[src/rtl/acc_pkg.sv]
// Shared constants, UART state encoding and ASCII helpers for the accumulator datapath.
package acc_pkg;

  localparam logic [7:0] ASCII_CR = 8'h0D;
  localparam logic [7:0] ASCII_LF = 8'h0A;
  localparam logic [7:0] ASCII_O  = 8'h4F;
  localparam logic [7:0] ASCII_F  = 8'h46;
  localparam logic [7:0] ASCII_L  = 8'h4C;

  // Index of the last byte of a report line (4 chars + CR + LF).
  localparam logic [2:0] LAST_BYTE_IDX = 3'd5;

  typedef enum logic [1:0] {
    ST_IDLE      = 2'd0,
    ST_START_BIT = 2'd1,
    ST_DATA_BITS = 2'd2,
    ST_STOP_BIT  = 2'd3
  } uart_state_t;

  // Uppercase hex digit for a nibble.
  function automatic logic [7:0] nibble_to_ascii(input logic [3:0] n);
    if (n < 4'd10) return 8'h30 + {4'h0, n};
    else           return 8'h37 + {4'h0, n};
  endfunction

endpackage

[src/rtl/acc_uart_tx_if.sv]
// Request/status bundle between the line sender and whoever asks for a report.
interface acc_uart_tx_if;
  logic        start;
  logic [15:0] value;
  logic        overflow;
  logic        tx;
  logic        busy;
  logic        done;

  modport master (output start, value, overflow, input tx, busy, done);
  modport slave  (input start, value, overflow, output tx, busy, done);
endinterface

[src/rtl/acc_uart_tx_byte.sv]
// Single-byte 8N1 serializer. Ready is also raised in the last cycle of the
// stop bit so the next byte can follow with no idle gap.
//
// state        | meaning
// ST_IDLE      | line high, waiting for i_valid
// ST_START_BIT | driving the low start bit
// ST_DATA_BITS | shifting out 8 data bits, LSB first
// ST_STOP_BIT  | driving the high stop bit
module uart_tx_byte
  import acc_pkg::*;
#(
  parameter int CLKS_PER_BIT = 868
) (
  input  logic       clk,
  input  logic       rst,
  input  logic       i_valid,
  input  logic [7:0] i_data,
  output logic       o_ready,
  output logic       o_tx
);

  localparam int CNT_W = $clog2(CLKS_PER_BIT);
  localparam logic [CNT_W-1:0] CNT_LOAD = CNT_W'(CLKS_PER_BIT - 1);

  uart_state_t      r_state;
  logic [CNT_W-1:0] r_cnt;
  logic [2:0]       r_bit_idx;
  logic [7:0]       r_shift;
  logic             r_tx;
  logic             w_bit_end;

  assign w_bit_end = (r_cnt == '0);
  assign o_ready   = (r_state == ST_IDLE) || ((r_state == ST_STOP_BIT) && w_bit_end);
  assign o_tx      = r_tx;

  // Bit sequencer: down-counter per bit, terminal count advances the frame.
  always_ff @(posedge clk) begin
    if (rst) begin
      r_state   <= ST_IDLE;
      r_cnt     <= '0;
      r_bit_idx <= '0;
      r_shift   <= '0;
      r_tx      <= 1'b1;
    end else begin
      case (r_state)
        ST_IDLE: begin
          if (i_valid) begin
            r_state <= ST_START_BIT;
            r_cnt   <= CNT_LOAD;
            r_shift <= i_data;
            r_tx    <= 1'b0;
          end
        end
        ST_START_BIT: begin
          if (w_bit_end) begin
            r_state   <= ST_DATA_BITS;
            r_cnt     <= CNT_LOAD;
            r_bit_idx <= 3'd0;
            r_tx      <= r_shift[0];
            r_shift   <= r_shift >> 1;
          end else begin
            r_cnt <= r_cnt - CNT_W'(1);
          end
        end
        ST_DATA_BITS: begin
          if (w_bit_end) begin
            r_cnt <= CNT_LOAD;
            if (r_bit_idx == 3'd7) begin
              r_state <= ST_STOP_BIT;
              r_tx    <= 1'b1;
            end else begin
              r_bit_idx <= r_bit_idx + 3'd1;
              r_tx      <= r_shift[0];
              r_shift   <= r_shift >> 1;
            end
          end else begin
            r_cnt <= r_cnt - CNT_W'(1);
          end
        end
        ST_STOP_BIT: begin
          if (w_bit_end) begin
            if (i_valid) begin
              r_state <= ST_START_BIT;
              r_cnt   <= CNT_LOAD;
              r_shift <= i_data;
              r_tx    <= 1'b0;
            end else begin
              r_state <= ST_IDLE;
              r_tx    <= 1'b1;
            end
          end else begin
            r_cnt <= r_cnt - CNT_W'(1);
          end
        end
        default: begin
          r_state <= ST_IDLE;
          r_tx    <= 1'b1;
        end
      endcase
    end
  end

endmodule

[src/rtl/acc_uart_tx.sv]
// Reports the accumulator as one ASCII line ("HHHH\r\n" or "OFLO\r\n") over UART.
// Owns request acceptance, data latching and byte sequencing; the serializer
// does the bit framing.
module acc_uart_tx
  import acc_pkg::*;
#(
  parameter int CLK_FREQ = 100_000_000,
  parameter int BAUD     = 115200
) (
  input  logic         clk,
  input  logic         rst,
  acc_uart_tx_if.slave bus
);

  localparam int CLKS_PER_BIT = CLK_FREQ / BAUD;

  logic        r_busy;
  logic        r_done;
  logic [2:0]  r_byte_idx;
  logic [15:0] r_value;
  logic        r_ovf;

  logic        w_accept;
  logic        w_valid;
  logic        w_ready;
  logic        w_last;
  logic [2:0]  w_next_idx;
  logic [7:0]  w_data;
  logic        w_tx;

  function automatic logic [7:0] line_byte(input logic [2:0] idx, input logic [15:0] v,
                                           input logic ovf);
    case (idx)
      3'd0:    return ovf ? ASCII_O : nibble_to_ascii(v[15:12]);
      3'd1:    return ovf ? ASCII_F : nibble_to_ascii(v[11:8]);
      3'd2:    return ovf ? ASCII_L : nibble_to_ascii(v[7:4]);
      3'd3:    return ovf ? ASCII_O : nibble_to_ascii(v[3:0]);
      3'd4:    return ASCII_CR;
      default: return ASCII_LF;
    endcase
  endfunction

  // The first byte is handed over in the accept cycle straight from the inputs,
  // so the start bit appears on the very next cycle.
  assign w_accept   = !r_busy && bus.start;
  assign w_next_idx = r_byte_idx + 3'd1;
  assign w_valid    = w_accept || (r_busy && (r_byte_idx != LAST_BYTE_IDX));
  assign w_data     = r_busy ? line_byte(w_next_idx, r_value, r_ovf)
                             : line_byte(3'd0, bus.value, bus.overflow);
  assign w_last     = r_busy && (r_byte_idx == LAST_BYTE_IDX) && w_ready;

  uart_tx_byte #(.CLKS_PER_BIT(CLKS_PER_BIT)) u_byte (
    .clk     (clk),
    .rst     (rst),
    .i_valid (w_valid),
    .i_data  (w_data),
    .o_ready (w_ready),
    .o_tx    (w_tx)
  );

  // Line sequencer: latch on accept, advance per byte handoff, pulse done at the end.
  always_ff @(posedge clk) begin
    if (rst) begin
      r_busy     <= 1'b0;
      r_done     <= 1'b0;
      r_byte_idx <= 3'd0;
      r_value    <= '0;
      r_ovf      <= 1'b0;
    end else begin
      r_done <= 1'b0;
      if (w_accept) begin
        r_busy     <= 1'b1;
        r_byte_idx <= 3'd0;
        r_value    <= bus.value;
        r_ovf      <= bus.overflow;
      end else if (w_last) begin
        r_busy     <= 1'b0;
        r_done     <= 1'b1;
        r_byte_idx <= 3'd0;
      end else if (r_busy && w_valid && w_ready) begin
        r_byte_idx <= w_next_idx;
      end
    end
  end

  assign bus.tx   = w_tx;
  assign bus.busy = r_busy;
  assign bus.done = r_done;

endmodule

[src/flat_wrapper.sv]
// flat-port wrapper written by rule: the top's interface ports become plain ports
module acc_uart_tx_flat import acc_pkg::*;
#(
  parameter int CLK_FREQ = 100_000_000,
  parameter int BAUD     = 115200
)
  (clk, rst, bus_start, bus_value, bus_overflow, bus_tx, bus_busy, bus_done);
  acc_uart_tx_if bus_i ();
  input  logic clk;
  input  logic rst;
  input wire logic [$bits(bus_i.start)-1:0] bus_start;
  input wire logic [$bits(bus_i.value)-1:0] bus_value;
  input wire logic [$bits(bus_i.overflow)-1:0] bus_overflow;
  output wire logic [$bits(bus_i.tx)-1:0] bus_tx;
  output wire logic [$bits(bus_i.busy)-1:0] bus_busy;
  output wire logic [$bits(bus_i.done)-1:0] bus_done;
  assign bus_i.start = bus_start;
  assign bus_i.value = bus_value;
  assign bus_i.overflow = bus_overflow;
  assign bus_tx = bus_i.tx;
  assign bus_busy = bus_i.busy;
  assign bus_done = bus_i.done;
  acc_uart_tx #(.CLK_FREQ(CLK_FREQ), .BAUD(BAUD)) u_core (.clk(clk), .rst(rst), .bus(bus_i));
endmodule
[config.mk]
export PLATFORM = sky130hd
export DESIGN_NAME = acc_uart_tx_flat
export DESIGN_NICKNAME = d
export VERILOG_FILES = /design/src/rtl/acc_pkg.sv /design/src/rtl/acc_uart_tx_if.sv /design/src/rtl/acc_uart_tx_byte.sv /design/src/rtl/acc_uart_tx.sv /design/src/flat_wrapper.sv
export SDC_FILE = /design/constraint.sdc
export NUM_CORES = 1
export LEC_CHECK = 0
export ABC_AREA = 1
export ABC_CLOCK_PERIOD_IN_PS = 2100
export BUFFER_PORTS_ARGS = -buffer_cell sky130_fd_sc_hd__buf_2
export CAP_MARGIN = 20
export CORE_ASPECT_RATIO = 1.2
export CORE_MARGIN = 2
export CORE_UTILIZATION = 50
export CTS_CLUSTER_SIZE = 8
export DETAILED_ROUTE_END_ITERATION = 10
export PLACE_DENSITY = 0.68
export SLEW_MARGIN = 20
export SYNTH_ARGS = -nofsm -noshare
export SYNTH_HDL_FRONTEND = slang
export SYNTH_SLANG_ARGS = --single-unit
[constraint.sdc]
create_clock -name clk -period 2.1 [get_ports clk]
set_input_delay 0.315 -clock clk [delete_from_list [all_inputs] [get_ports clk]]
set_output_delay 0.315 -clock clk [all_outputs]
set_load 0.01 [all_outputs]
Word level (Yosys, flattened, before mapping):

Index checks and enable logic that the tools add are counted.

* register bits: 46
* output and inout port bits: 3

* add/subtract/negate cells: 13
* magnitude comparators: 5
* equality and inequality tests: 16
* mux-type cells: 43
* reductions and logical operators: 22

Operators with widths (number)
* $mux 8: 16
* $add 6x4->7 const A: 10
* $pmux 8 s5: 1
* $pmux 8 s4: 1
* $mux 10: 3
* $pmux 10 s3: 1
* $lt 4x4->1 const B: 5
* $reduce_and 4->1: 3
* $logic_not 10->1: 1
* $mux 1: 10
* $mux 2: 5
* $ne 2x2->1 const B: 5
* $sub 10x1->10 const B: 1
* $eq 3x3->1 const B: 3
* $mux 3: 3
* $pmux 2 s4: 1
* $logic_and 1x1->1: 7
* $add 3x1->3 const B: 2
* $eq 3x2->1 const B: 2
* $pmux 3 s2: 1
* $reduce_and 5->1: 1
* $eq 2x2->1 const B: 2
* $pmux 1 s4: 1
* $reduce_bool 2->1: 2
* other kinds (10): 12

Logic depth before layout (Yosys ltp):

Gate-level depths: netlist of the first run.

* depth after elaboration: 8
* depth in mapped cells: 14
* depth with buffers taken out: 14

Hierarchy:

Synthesis of the first run repeated with hierarchy kept, for this count alone.

* cells, all modules: 504
* area total of the unflattened synthesis: 3210.6 µm²

By module, submodules not included
* acc_uart_tx: instances 1, cells an instance 277, area each 1722.9 µm², seq. area each 440.4 µm²
* uart_tx_byte: instances 1, cells an instance 227, area each 1487.7 µm², seq. area each 480.5 µm²

Worst setup path before layout of the first run:

Ideal clock, no wire load.

* path type: register to register
* from: register u_core.r_byte_idx[1]
* to: register u_core.u_byte.r_state[1]
* arrival: 1.501 ns
* data required time: 1.979 ns
* slack: 0.478 ns
* cell stages (with the launch flop): 13
* buffers on the path: 0
* cells stage by stage: dfxtp_1 inv_1 ha_1 a21oi_2 inv_2 nand2_1 inv_2 nand2_1 nand2_1 inv_2 nand2_1 o21ai_0 a21oi_1

* cells in the longest elaborated chain, start to end: 5

RTL lines
* start, declared: line acc_uart_tx.sv:19 `logic [2:0] r_byte_idx;`
* start signal, assigned: line acc_uart_tx.sv:81 `r_byte_idx <= w_next_idx;`
* $ne 3x3->1: line acc_uart_tx.sv:47 `assign w_valid = w_accept || (r_busy && (r_byte_idx != LAST_BYTE_IDX));`
* $logic_and 1x1->1: line acc_uart_tx.sv:47
* $logic_or 1x1->1: line acc_uart_tx.sv:47
* $ne 2x1->1 (no line)
* $reduce_and 5->1 (no line)
* end signal, assigned: line acc_uart_tx_byte.sv:83 `r_state <= ST_START_BIT;`
* end signal, assigned: line acc_uart_tx_byte.sv:88 `r_state <= ST_IDLE;`
* end signal, assigned: line acc_uart_tx_byte.sv:96 `r_state <= ST_IDLE;`
* end, declared: line acc_uart_tx_byte.sv:25 `uart_state_t r_state;`

Every way passes these cells.
A chain may end at the register's enable or synchronous reset.

Worst setup path after layout of the first run:

* from: register u_core.u_byte.r_state[0]
* to: register u_core.u_byte.r_bit_idx[0]

* cells in the longest elaborated chain, start to end: 3

RTL lines
* start signal, assigned: line acc_uart_tx_byte.sv:39 `r_state <= ST_IDLE;`
* start signal, assigned: line acc_uart_tx_byte.sv:48 `r_state <= ST_START_BIT;`
* start signal, assigned: line acc_uart_tx_byte.sv:56 `r_state <= ST_DATA_BITS;`
* $eq 2x2->1 or $eq 2x1->1 (tied branches): line acc_uart_tx_byte.sv:45 `case (r_state)`
* $ne 2x2->1 (no line) or $reduce_bool 2->1 (tied branches)
* $reduce_and 4->1 (no line)
* end signal, assigned: line acc_uart_tx_byte.sv:72 `r_bit_idx <= r_bit_idx + 3'd1;`
* end, declared: line acc_uart_tx_byte.sv:27 `logic [2:0] r_bit_idx;`

Several ways; a longest one is shown, not always the timed one.

==> results.env, run 1 <==
SYNTH.YOSYS.SEQ_AREA_SHARE_PCT=30.0
CTS_MAX_LEVEL=2
NATURE_OF_THE_CRITICAL_PATH_STARTPOINT='register'
NUMBER_OF_BUFFERS_INSERTED_DURING_CLOCK_TREE_SYNTHESIS=5
POWER_LEAKAGE_nW=1.59
HOLD_PATH_CLASS='in -> reg'
PWR_DENSITY_CELL_mW_PER_MM2=1080
FINAL_NET_COUNT=536
POST-CTS-SETUP-BUFFER-COUNT=0
NUM_IO_PINS=23
FINALSETUPTNS_NS=0
CLOCKROOTBUFFER='sky130_fd_sc_hd__clkbuf_8'
FIRST_ITER_VIOLATIONS=92
CRITPATHCAPTURETYPE='register'
LAYOUT_WORST_PATH_CYCLE_SHARE_PCT=90.9
PATH_TYPE_OF_THE_WORST_SETUP_PATH='reg -> reg'
MAPPEDNETLISTNETS=513
DR.PASS1.ITERS=4
WL_PER_CELL_UM=11.6
YS_TYPES=33
REPORT.FINAL.SETUP_VIOL=0
TRITONCTS_CLOCK_TREE='yes'
SYN2LAYOUT_AREA_GROWTH_PCT=9.74
MIN_PERIOD_NS=1.91
DETAIL_PLACEMENT_HPWL_UM=5200
CORE_AREA_MM2=0.00574
PATH_MAX_FANOUT=10
MAPPEDNETLISTAREA_MM2=0.00301
GP_CONGESTION=0.921
RSZ_0062_RAISED_AFTER_GLOBAL_ROUTING='no'
CP_DATA_REQUIRED_TIME_NS=2.29
CHIPHEIGHT_UM=88.9
DR_TOTAL_VIAS=2932
CTS_NUM_SINKS=45
MAX-CLOCK-PATH-BUFFERS=2
CTS_HOLD_REPAIR.BUFFERS=0
DIE-WIDTH_UM=74.8
YS_WARN_COUNT=0
MAX_FREQ_GHz=0.524
SLEW_VIOL_FINAL=0
FINAL_AREA_MM2=0.00330
ROUTE.FINAL.WIRE_LENGTH_UM=6730
NUM_ANTENNA_CELLS=0
VDD.IR_DROP.WORST_mV=0.686
TIMING.CRITICAL_PATH.ARRIVAL_NS=2.10
FINALHOLDVIOLATIONS=0
POSTSYNTHREGISTERBITS=45
INSERTION_DELAY_TO_THE_LATER_SINK_OF_THE_WORST_SKEW_PAIR_NS=0.30
GRT_PASS1_VIAS=2696
VIAS_PER_CELL=5.06
ANTENNA_FOUND_INITIAL=0
POSTSYNTHAREAPERCELL_UM2=6.33
PLACED_CELL_AREA_MM2=0.00321
FLOORPLAN.INITIALDENSITY_PCT=52.3
STD_CELL_ROWS=30
NETLIST_INSTANCES=475
GRT_MAX_DEGREE=29
RUN_STATUS='complete, no violations'
MAX_SLEW.WORST_PIN.SLEW_NS=0.435
GLOBALROUTETOTALUTIL_PCT=21.5
TIMING.MAX_CAP.VIOLATIONS=0
SLEW-LIMIT-HEADROOM_PCT=70.7
GR_OVERFLOW_TOTAL=0
PORT_BUFFERS=22
GLOBAL_ROUTE_WIRE_LENGTH_BEFORE_REPAIR_UM=11300
DIE_AREA_MM2=0.00665
CLOCK-SKEW-FINAL_NS=0.00833
ROUTE.DETAILED.DRC=0
LAYOUT_CELLS_SIZED_ABOVE_1_PCT=11.6
CLK_PIN_SLEW_WORST_PATHS_NS=0.09
FINAL_ANTENNA_NET_COUNT=0
## worst max-delay path, cell delays in order (launching register included)
cell and delay [ns]:
sky130_fd_sc_hd__dfxtp_1 0.44, sky130_fd_sc_hd__inv_1 0.12, sky130_fd_sc_hd__ha_2 0.45, sky130_fd_sc_hd__inv_1 0.18, sky130_fd_sc_hd__a21oi_1 0.30, sky130_fd_sc_hd__nand2_1 0.16, sky130_fd_sc_hd__nand2_1 0.08, sky130_fd_sc_hd__a21oi_1 0.06
## logic make-up after synthesis
group | Yosys count | synth area share, %
flip-flops | 45 | 30.0
AND/OR/NAND/NOR | 223 | 32.2
XOR/XNOR | 5 | 1.46
buffers and inverters | 80 | 10.2
AO/OA/AOI/OAI | 104 | 18.6
adder cells (fa/ha/maj) | 18 | 7.49
## path summary, 6_finish.rpt
kind                             from                    endpoint  slack, ns  cells after the start
max          u_core.u_byte.r_state[0]  u_core.u_byte.r_bit_idx[0]       0.19                      7
min                         bus_start                u_core.r_ovf       0.24                      2
max reg2reg  u_core.u_byte.r_state[0]  u_core.u_byte.r_bit_idx[0]       0.19                      7
min reg2reg  u_core.u_byte.r_shift[4]    u_core.u_byte.r_shift[4]       0.47                      2
## final cells by class
class | count | area (um2)
fillers | 576 | 2440
clock inverters | 2 | 15.0
well taps | 80 | 100
repair buffers | 28 | 155
multi-input cells | 350 | 1800
clock buffers | 6 | 72.6
flip-flops and latches | 45 | 901
inverters | 68 | 255
## flip-flops by register name, indices dropped and copies added, names as in the netlist
name	flops
u_core.bus.busy	1
u_core.u_byte.r_shift	7
u_core.u_byte.r_state	2
u_core.u_byte.o_tx	1
u_core.r_ovf	1
u_core.u_byte.r_cnt	10
u_core.r_byte_idx	3
u_core.u_byte.r_bit_idx	3
u_core.bus.done	1
u_core.r_value	16
## cell usage in the layout (no fill, tap or decap), types with 6 or more instances in the layout
cell type                 Yosys  layout
sky130_fd_sc_hd__nor2_1      41      41
sky130_fd_sc_hd__dfxtp_1     45      45
sky130_fd_sc_hd__buf_2        3      22
sky130_fd_sc_hd__o21ai_0     39      38
sky130_fd_sc_hd__nand2_1    122     122
sky130_fd_sc_hd__buf_4        1       6
sky130_fd_sc_hd__inv_1       60      60
sky130_fd_sc_hd__ha_1        18      17
sky130_fd_sc_hd__inv_2        7       7
sky130_fd_sc_hd__nand3_1     38      38
sky130_fd_sc_hd__nand4_1      7       7
sky130_fd_sc_hd__a21oi_1     51      51
## where the power goes
part / internal [W] / total (W) / switching (W)
combinational: 0.000659 / 0.00185 / 0.00119
sequential: 0.00105 / 0.00118 / 0.000136
clock: 0.000235 / 0.000535 / 0.000301
## through the flow
step | instances | power (W) | setup slack [ns] | util, % | hold WS (ns)
final | 579 | 0.00357 | 0.190 | 57.4 | 0.240
after global routing | 579 | 0.00390 | 0.0389 | 57.4 | 0.253
after CTS | 579 | 0.00358 | 0.0926 | 57.4 | 0.236
after detailed placement | 571 | 0.00303 | 0.106 | 55.9 | 0.453
after global placement | 571 | 0.00302 | 0.135 | 55.9 | 0.449
after floorplan | 475 | 0.00265 | 0.478 | - | 0.433
## synth_stat cells
library cell	count	share of area, %
sky130_fd_sc_hd__o21ai_1	2	0.33
sky130_fd_sc_hd__nand3b_1	2	0.50
sky130_fd_sc_hd__xor2_1	5	1.5
sky130_fd_sc_hd__o21ai_2	2	0.58
sky130_fd_sc_hd__dfxtp_1	45	30
sky130_fd_sc_hd__nor2_1	41	5.1
sky130_fd_sc_hd__nor3_1	1	0.17
sky130_fd_sc_hd__ha_1	18	7.5
sky130_fd_sc_hd__nor2_2	5	1.0
sky130_fd_sc_hd__nand2_2	1	0.21
sky130_fd_sc_hd__a221oi_1	1	0.29
sky130_fd_sc_hd__a21oi_2	1	0.29
sky130_fd_sc_hd__buf_2	3	0.50
sky130_fd_sc_hd__o211a_1	1	0.33
sky130_fd_sc_hd__nand3_2	1	0.33
sky130_fd_sc_hd__nand2_1	122	15
sky130_fd_sc_hd__o211ai_1	2	0.50
sky130_fd_sc_hd__clkinv_1	1	0.12
sky130_fd_sc_hd__o21ai_0	39	6.5
sky130_fd_sc_hd__buf_4	1	0.25
sky130_fd_sc_hd__inv_1	60	7.5
sky130_fd_sc_hd__a211oi_1	2	0.50
sky130_fd_sc_hd__a21boi_0	1	0.25
sky130_fd_sc_hd__o21a_1	1	0.25
sky130_fd_sc_hd__a21oi_1	51	8.5
sky130_fd_sc_hd__a32oi_1	1	0.29
sky130_fd_sc_hd__nor2_8	1	0.67
sky130_fd_sc_hd__nand3_1	38	6.3
sky130_fd_sc_hd__nand4_1	7	1.5
sky130_fd_sc_hd__or2_2	2	0.42
sky130_fd_sc_hd__clkbuf_1	8	1.0
sky130_fd_sc_hd__inv_2	7	0.87
sky130_fd_sc_hd__nor2_4	2	0.75
## timing repair
| action | in CTS | in global routing |
|---|---|---|
| gates resized for setup | 0 | 2 |
| endpoints found under the setup margin | 0 | 7 |
| hold endpoints to repair | 0 | 0 |
## per-layer routing
layer	GRT usage, %	vias up	wire length (um)
met5	0	-	0
met4	9.09	0	163
met3	4.06	17	153
met2	39.2	35	3400
met1	24.2	1299	3010
li1	-	1581	-
No activity file was read; power rests on OpenSTA's default activity.
==> inputs of run 2 (changes only) <==
REMOVE_ABC_BUFFERS = 1   (was unset)
==> results.env, run 2 (synthesized netlist as in run 1, its figures left out) <==
RUN_STATUS='complete, no violations'
CLOCK_NETWORK_FRACTION_OF_TOTAL_POWER_PCT=16.5
DPL.CELL_COUNT=570
GP_CONGESTION=0.858
MIN_PERIOD_NS=1.87
ROUTE.FINAL.WIRE_LENGTH_UM=6970
CP_DATA_REQUIRED_TIME_NS=2.29
DR.PASS1.ITERS=4
CLOCKROOTBUFFER='sky130_fd_sc_hd__clkbuf_8'
PWR_DENSITY_CELL_mW_PER_MM2=1100
INTERNAL_POWER_W=0.00200
MAX_SLEW.WORST_PIN.SLEW_NS=0.394
NET-SWITCHING-POWER_W=0.00163
UTILIZATION_PCT=57.5
PATH_MAX_FANOUT=7
CTS_NUM_SINKS=45
ROUTE.DETAILED.DRC=0
POWER_LEAKAGE_nW=1.60
GR_OVERFLOW_TOTAL=0
FINAL_CELL_MIX='122 x sky130_fd_sc_hd__nand2_1, 60 x sky130_fd_sc_hd__inv_1, 51 x sky130_fd_sc_hd__a21oi_1'
GLOBAL_ROUTE_WIRE_LENGTH_BEFORE_REPAIR_UM=11600
NON_FILLER_INSTANCE_COUNT_AFTER_LAYOUT=578
FINAL_NET_COUNT=535
LARGEST_REG_FLOPS=16
GRT_MAX_DEGREE=29
SYN2LAYOUT_AREA_GROWTH_PCT=9.95
DR_TOTAL_VIAS=2976
CLOCK-SKEW-FINAL_NS=0.00605
STD_CELL_ROWS=30
FIRST_ITER_VIOLATIONS=159
NUM_IO_PINS=23
GLOBALROUTETOTALUTIL_PCT=22.2
FINALSETUPTNS_NS=0
SLEW_VIOL_FINAL=0
WORST_REG2REG_SETUP_SLACK_NS=0.23
LARGEST-REGISTER='u_core.r_value'
LAYOUT_WORST_PATH_CYCLE_SHARE_PCT=88.9
MAX-CLOCK-PATH-BUFFERS=2
SWITCHING_SHARE_PCT=44.9
COMMONEST_NON_FILL_NON_TAP_CELL_IN_THE_LAYOUT='sky130_fd_sc_hd__nand2_1'
SUM_OF_INTERNAL_SWITCHING_AND_LEAKAGE_POWER_W=0.00364
PWR-SHARE-COMB_PCT=50.6
FINALHOLDVIOLATIONS=0
DIE-WIDTH_UM=74.8
CRITPATHCAPTURETYPE='register'
POWER_FRAC_SEQ_PCT=32.9
TOP_REGS='u_core.r_value x16, u_core.u_byte.r_cnt x10, u_core.u_byte.r_shift x7'
SLEW-LIMIT-HEADROOM_PCT=73.7
CLK_PIN_SLEW_WORST_PATHS_NS=0.09
NATURE_OF_THE_CRITICAL_PATH_STARTPOINT='register'
LAYOUT.FILLER_CELLS=628
FINAL_ANTENNA_NET_COUNT=0
TIMING.HOLD.WS_NS=0.232
PATH_TYPE_OF_THE_WORST_SETUP_PATH='reg -> reg'
MAX_FREQ_GHz=0.536
FLOORPLAN.INITIALDENSITY_PCT=52.3
PORT_BUFFERS=22
VDD.IR_DROP.WORST_mV=0.845
CHIPHEIGHT_UM=88.9
TIMING.CRITICAL_PATH.ARRIVAL_NS=2.06
WL_PER_CELL_UM=12.1
DIE_AREA_MM2=0.00665
ANTENNA_FOUND_INITIAL=0
INSERTION_DELAY_TO_THE_LATER_SINK_OF_THE_WORST_SKEW_PAIR_NS=0.30
RSZ_0062_RAISED_AFTER_GLOBAL_ROUTING='no'
DETAIL_PLACEMENT_HPWL_UM=5420
VIAS_PER_CELL=5.15
TRITONCTS_CLOCK_TREE='yes'
GRT_PASS1_VIAS=2775
LAYOUT_CELLS_SIZED_ABOVE_1_PCT=11.6
NUMBER_OF_BUFFERS_INSERTED_DURING_CLOCK_TREE_SYNTHESIS=5
TIMING.MAX_CAP.VIOLATIONS=0
CTS_MAX_LEVEL=2
NUM_ANTENNA_CELLS=0
REPORT.FINAL.SETUP_VIOL=0
CORE_AREA_MM2=0.00574
POST-CTS-SETUP-BUFFER-COUNT=0
HOLD_PATH_CLASS='in -> reg'
run 2: cell types whose count changed in the layout (fill, tap and decap cells not counted), sizes merged:
cell / change
clkbuf: +1
clkinv: +1
buf: -1
clkinvlp: -2
run 2: area by class of cell:
type                            instances  area (um2)  share of cell area (%)
Multi-Input combinational cell        350        1800                    54.4
Sequential cell                        45         901                    27.3
Inverter                               68         255                    7.72
Timing Repair Buffer                   27         148                    4.47
Tap cell                               80         100                    3.03
Clock buffer                            7        96.3                    2.92
Clock inverter                          1        5.00                   0.151
run 2: final timing paths:
path                                   start  cells past startpoint                    endpoint
setup / recovery        u_core.r_byte_idx[1]                     12    u_core.u_byte.r_state[1]
setup reg to reg        u_core.r_byte_idx[1]                     12    u_core.u_byte.r_state[1]
hold / removal                     bus_start                      2                u_core.r_ovf
hold reg to reg   u_core.u_byte.r_bit_idx[1]                      2  u_core.u_byte.r_bit_idx[1]
run 2: power groups by stage:
stage | sequential, W | clock, W | combinational (W)
after global placement | 0.00121 | 0 | 0.00180
after CTS | 0.00119 | 0.000626 | 0.00184
final | 0.00120 | 0.000600 | 0.00184
after detailed placement | 0.00121 | 0 | 0.00182
after global routing | 0.00122 | 0.000647 | 0.00212
after floorplan | 0.00118 | 0 | 0.00145
run 2: timing repair:
action | CTS | global route
hold buffers | 0 | 0
setup endpoints to repair | 0 | 4
resized for setup | 0 | 1
run 2: worst max-delay path, stage by stage (launching register included):
cell and delay, ns:
sky130_fd_sc_hd__dfxtp_1 0.40, sky130_fd_sc_hd__inv_1 0.09, sky130_fd_sc_hd__ha_1 0.26, sky130_fd_sc_hd__a21oi_2 0.20, sky130_fd_sc_hd__inv_2 0.04, sky130_fd_sc_hd__nand2_1 0.16
sky130_fd_sc_hd__inv_2 0.10, sky130_fd_sc_hd__nand2_1 0.07, sky130_fd_sc_hd__nand2_1 0.08, sky130_fd_sc_hd__inv_2 0.07, sky130_fd_sc_hd__nand2_1 0.08, sky130_fd_sc_hd__o21ai_0 0.16
sky130_fd_sc_hd__a21oi_1 0.05
run 2: layer usage:
layer	share of wire (%)	vias to the layer above	GRT usage, %	wire, um
li1	-	1578	-	-
met1	43	1349	24.6	2960
met2	53	38	42.8	3670
met3	3.4	11	3.83	235
met4	1.5	0	6.33	106
met5	0	-	0	0
run 2: stage by stage:
step	cell area, um2	worst slack [ns]
final	3300	0.233
after global routing	3300	0.0284
after CTS	3300	0.104
after detailed placement	3200	0.117
after global placement	3200	0.142
after floorplan	2950	0.157
==> inputs of run 3 (changes only) <==
CTS_CLUSTER_SIZE = unset   (was 8)
PLACE_DENSITY = 0.72   (was 0.68)
SETUP_SLACK_MARGIN = 0.5   (was unset)
==> results.env, run 3 (synthesized netlist as in run 1, its figures left out) <==
RUN_STATUS='complete, no violations'
MAX_SLEW.WORST_PIN.SLEW_NS=0.770
DIE-WIDTH_UM=74.8
TRITONCTS_CLOCK_TREE='yes'
NATURE_OF_THE_CRITICAL_PATH_STARTPOINT='register'
TIMING.CRITICAL_PATH.ARRIVAL_NS=1.80
LARGEST_REG_FLOPS=16
GRT_MAX_DEGREE=29
NUM_ANTENNA_CELLS=0
SLEW-LIMIT-HEADROOM_PCT=48.6
STD_CELL_ROWS=30
CORE_AREA_MM2=0.00574
PATH_MAX_FANOUT=6
SWITCHING_SHARE_PCT=45.2
NET-SWITCHING-POWER_W=0.00187
FINALSETUPTNS_NS=0
ANTENNA_FOUND_INITIAL=0
MAX_FREQ_GHz=0.626
VDD.IR_DROP.WORST_mV=0.931
TIMING.MAX_CAP.VIOLATIONS=0
DR_TOTAL_VIAS=3097
SLEW_VIOL_FINAL=0
HOLD_PATH_CLASS='in -> reg'
POWER_FRAC_SEQ_PCT=29.5
CLOCK_NETWORK_FRACTION_OF_TOTAL_POWER_PCT=13.7
REPORT.FINAL.SETUP_VIOL=0
ROUTE.FINAL.WIRE_LENGTH_UM=7400
GLOBALROUTETOTALUTIL_PCT=21.9
MAX-CLOCK-PATH-BUFFERS=2
LAYOUT_CELLS_SIZED_ABOVE_1_PCT=23.0
GLOBAL_ROUTE_WIRE_LENGTH_BEFORE_REPAIR_UM=11500
ROUTE.DETAILED.DRC=0
REGAREA_UM2=920
DIE_AREA_MM2=0.00665
NUMBER_OF_BUFFERS_INSERTED_DURING_CLOCK_TREE_SYNTHESIS=5
TIMING.HOLD.WS_NS=0.237
CRITPATHCAPTURETYPE='register'
POWER_LEAKAGE_nW=1.68
VIAS_PER_CELL=5.27
FIRST_ITER_VIOLATIONS=202
CHIPHEIGHT_UM=88.9
SYN2LAYOUT_AREA_GROWTH_PCT=21.1
CLOCKROOTBUFFER='sky130_fd_sc_hd__clkbuf_8'
PWR_DENSITY_CELL_mW_PER_MM2=1140
CP_DATA_REQUIRED_TIME_NS=2.30
PATH_TYPE_OF_THE_WORST_SETUP_PATH='reg -> reg'
GR_OVERFLOW_TOTAL=0
PWR-SHARE-COMB_PCT=56.8
LARGEST-REGISTER='u_core.r_value'
MULTIINPUTGATEAREA_MM2=0.00202
INTERNAL_POWER_W=0.00226
CLOCK-SKEW-FINAL_NS=0.0102
GRT_PASS1_VIAS=2849
CTS_NUM_SINKS=45
FINAL_ANTENNA_NET_COUNT=0
FINAL_NET_COUNT=545
CLK_PIN_SLEW_WORST_PATHS_NS=0.09
NUM_IO_PINS=23
GP_CONGESTION=0.849
LAYOUT_WORST_PATH_CYCLE_SHARE_PCT=76.1
FLOORPLAN.INITIALDENSITY_PCT=52.3
FINAL_CELL_MIX='111 x sky130_fd_sc_hd__nand2_1, 49 x sky130_fd_sc_hd__inv_1, 49 x sky130_fd_sc_hd__a21oi_1'
PORT_BUFFERS=22
LAYOUT.FILLER_CELLS=543
COMMONEST_NON_FILL_NON_TAP_CELL_IN_THE_LAYOUT='sky130_fd_sc_hd__nand2_1'
FINALHOLDVIOLATIONS=0
MIN_PERIOD_NS=1.60
TOP_REGS='u_core.r_value x16, u_core.u_byte.r_cnt x10, u_core.u_byte.r_shift x7'
DR.PASS1.ITERS=4
RSZ_0062_RAISED_AFTER_GLOBAL_ROUTING='yes'
WL_PER_CELL_UM=12.6
DETAIL_PLACEMENT_HPWL_UM=5200
INSERTION_DELAY_TO_THE_LATER_SINK_OF_THE_WORST_SKEW_PAIR_NS=0.30
CTS_MAX_LEVEL=2
[run 3: what timing repair did]
item | 4_1_cts | 5_1_grt
setup endpoints to repair | 28 | 22
gates cloned | 0 | 0
endpoints found under the hold margin | 0 | 0
hold buffers | 0 | 0
gates resized for setup | 37 | 44
pin swaps | 7 | 18
buffers inserted | 6 | 6
[run 3: layer usage]
layer | share of wire [%] | vias up | track usage, %
met4 | 2.6 | 0 | 10.1
met1 | 43 | 1405 | 24.1
met2 | 52 | 63 | 40.9
li1 | - | 1610 | -
met3 | 2.6 | 19 | 3.16
met5 | 0 | - | 0
[run 3: layout make-up]
class	count	share of cell area (%)
clock buffers	6	2.27
clock inverters	2	0.378
inverters	68	7.46
multi-input cells	350	55.5
flip-flops and latches	45	25.3
well taps	80	2.75
repair buffers	37	6.39
[run 3: power by group through the flow]
stage	combinational, W	sequential (W)	clock (W)
2_1_floorplan	0.00145	0.00118	0
3_3_place_gp	0.00179	0.00121	0
3_5_place_dp	0.00182	0.00121	0
4_1_cts	0.00210	0.00120	0.000589
5_1_grt	0.00261	0.00124	0.000619
6_report	0.00235	0.00122	0.000566
[run 3: worst paths after layout]
path	endpoint	startpoint	slack [ns]	depth (start not counted)
max reg2reg	u_core.u_byte.r_shift[3]	u_core.r_byte_idx[0]	0.50	14
max	u_core.u_byte.r_shift[3]	u_core.r_byte_idx[0]	0.50	14
min reg2reg	u_core.u_byte.r_shift[5]	u_core.u_byte.r_shift[5]	0.47	2
min	u_core.r_ovf	bus_start	0.24	2
[run 3: metrics by stage]
stage	area [um2]	util [%]	worst slack [ns]	instances	total power, W
after floorplan	2950	-	0.157	463	0.00263
after global placement	3190	55.5	0.118	568	0.00300
after detailed placement	3190	55.5	0.0448	568	0.00303
after CTS	3430	59.8	0.497	582	0.00389
after global routing	3640	63.4	0.391	588	0.00447
final	3640	63.4	0.502	588	0.00413
[run 3: critical path, cell delays in order, from the launching register on]
cell and delay [ns]:
sky130_fd_sc_hd__dfxtp_4 0.38, sky130_fd_sc_hd__ha_4 0.18, sky130_fd_sc_hd__inv_4 0.07, sky130_fd_sc_hd__nand2_4 0.05, sky130_fd_sc_hd__nand2_4 0.11, sky130_fd_sc_hd__nor2_4 0.06
sky130_fd_sc_hd__buf_4 0.13, sky130_fd_sc_hd__nand2_1 0.05, sky130_fd_sc_hd__nand2_1 0.04, sky130_fd_sc_hd__nor2_1 0.09, sky130_fd_sc_hd__nand3_1 0.09, sky130_fd_sc_hd__nand2_1 0.07
sky130_fd_sc_hd__nand3_1 0.06, sky130_fd_sc_hd__nand2_1 0.06, sky130_fd_sc_hd__nor2_1 0.05
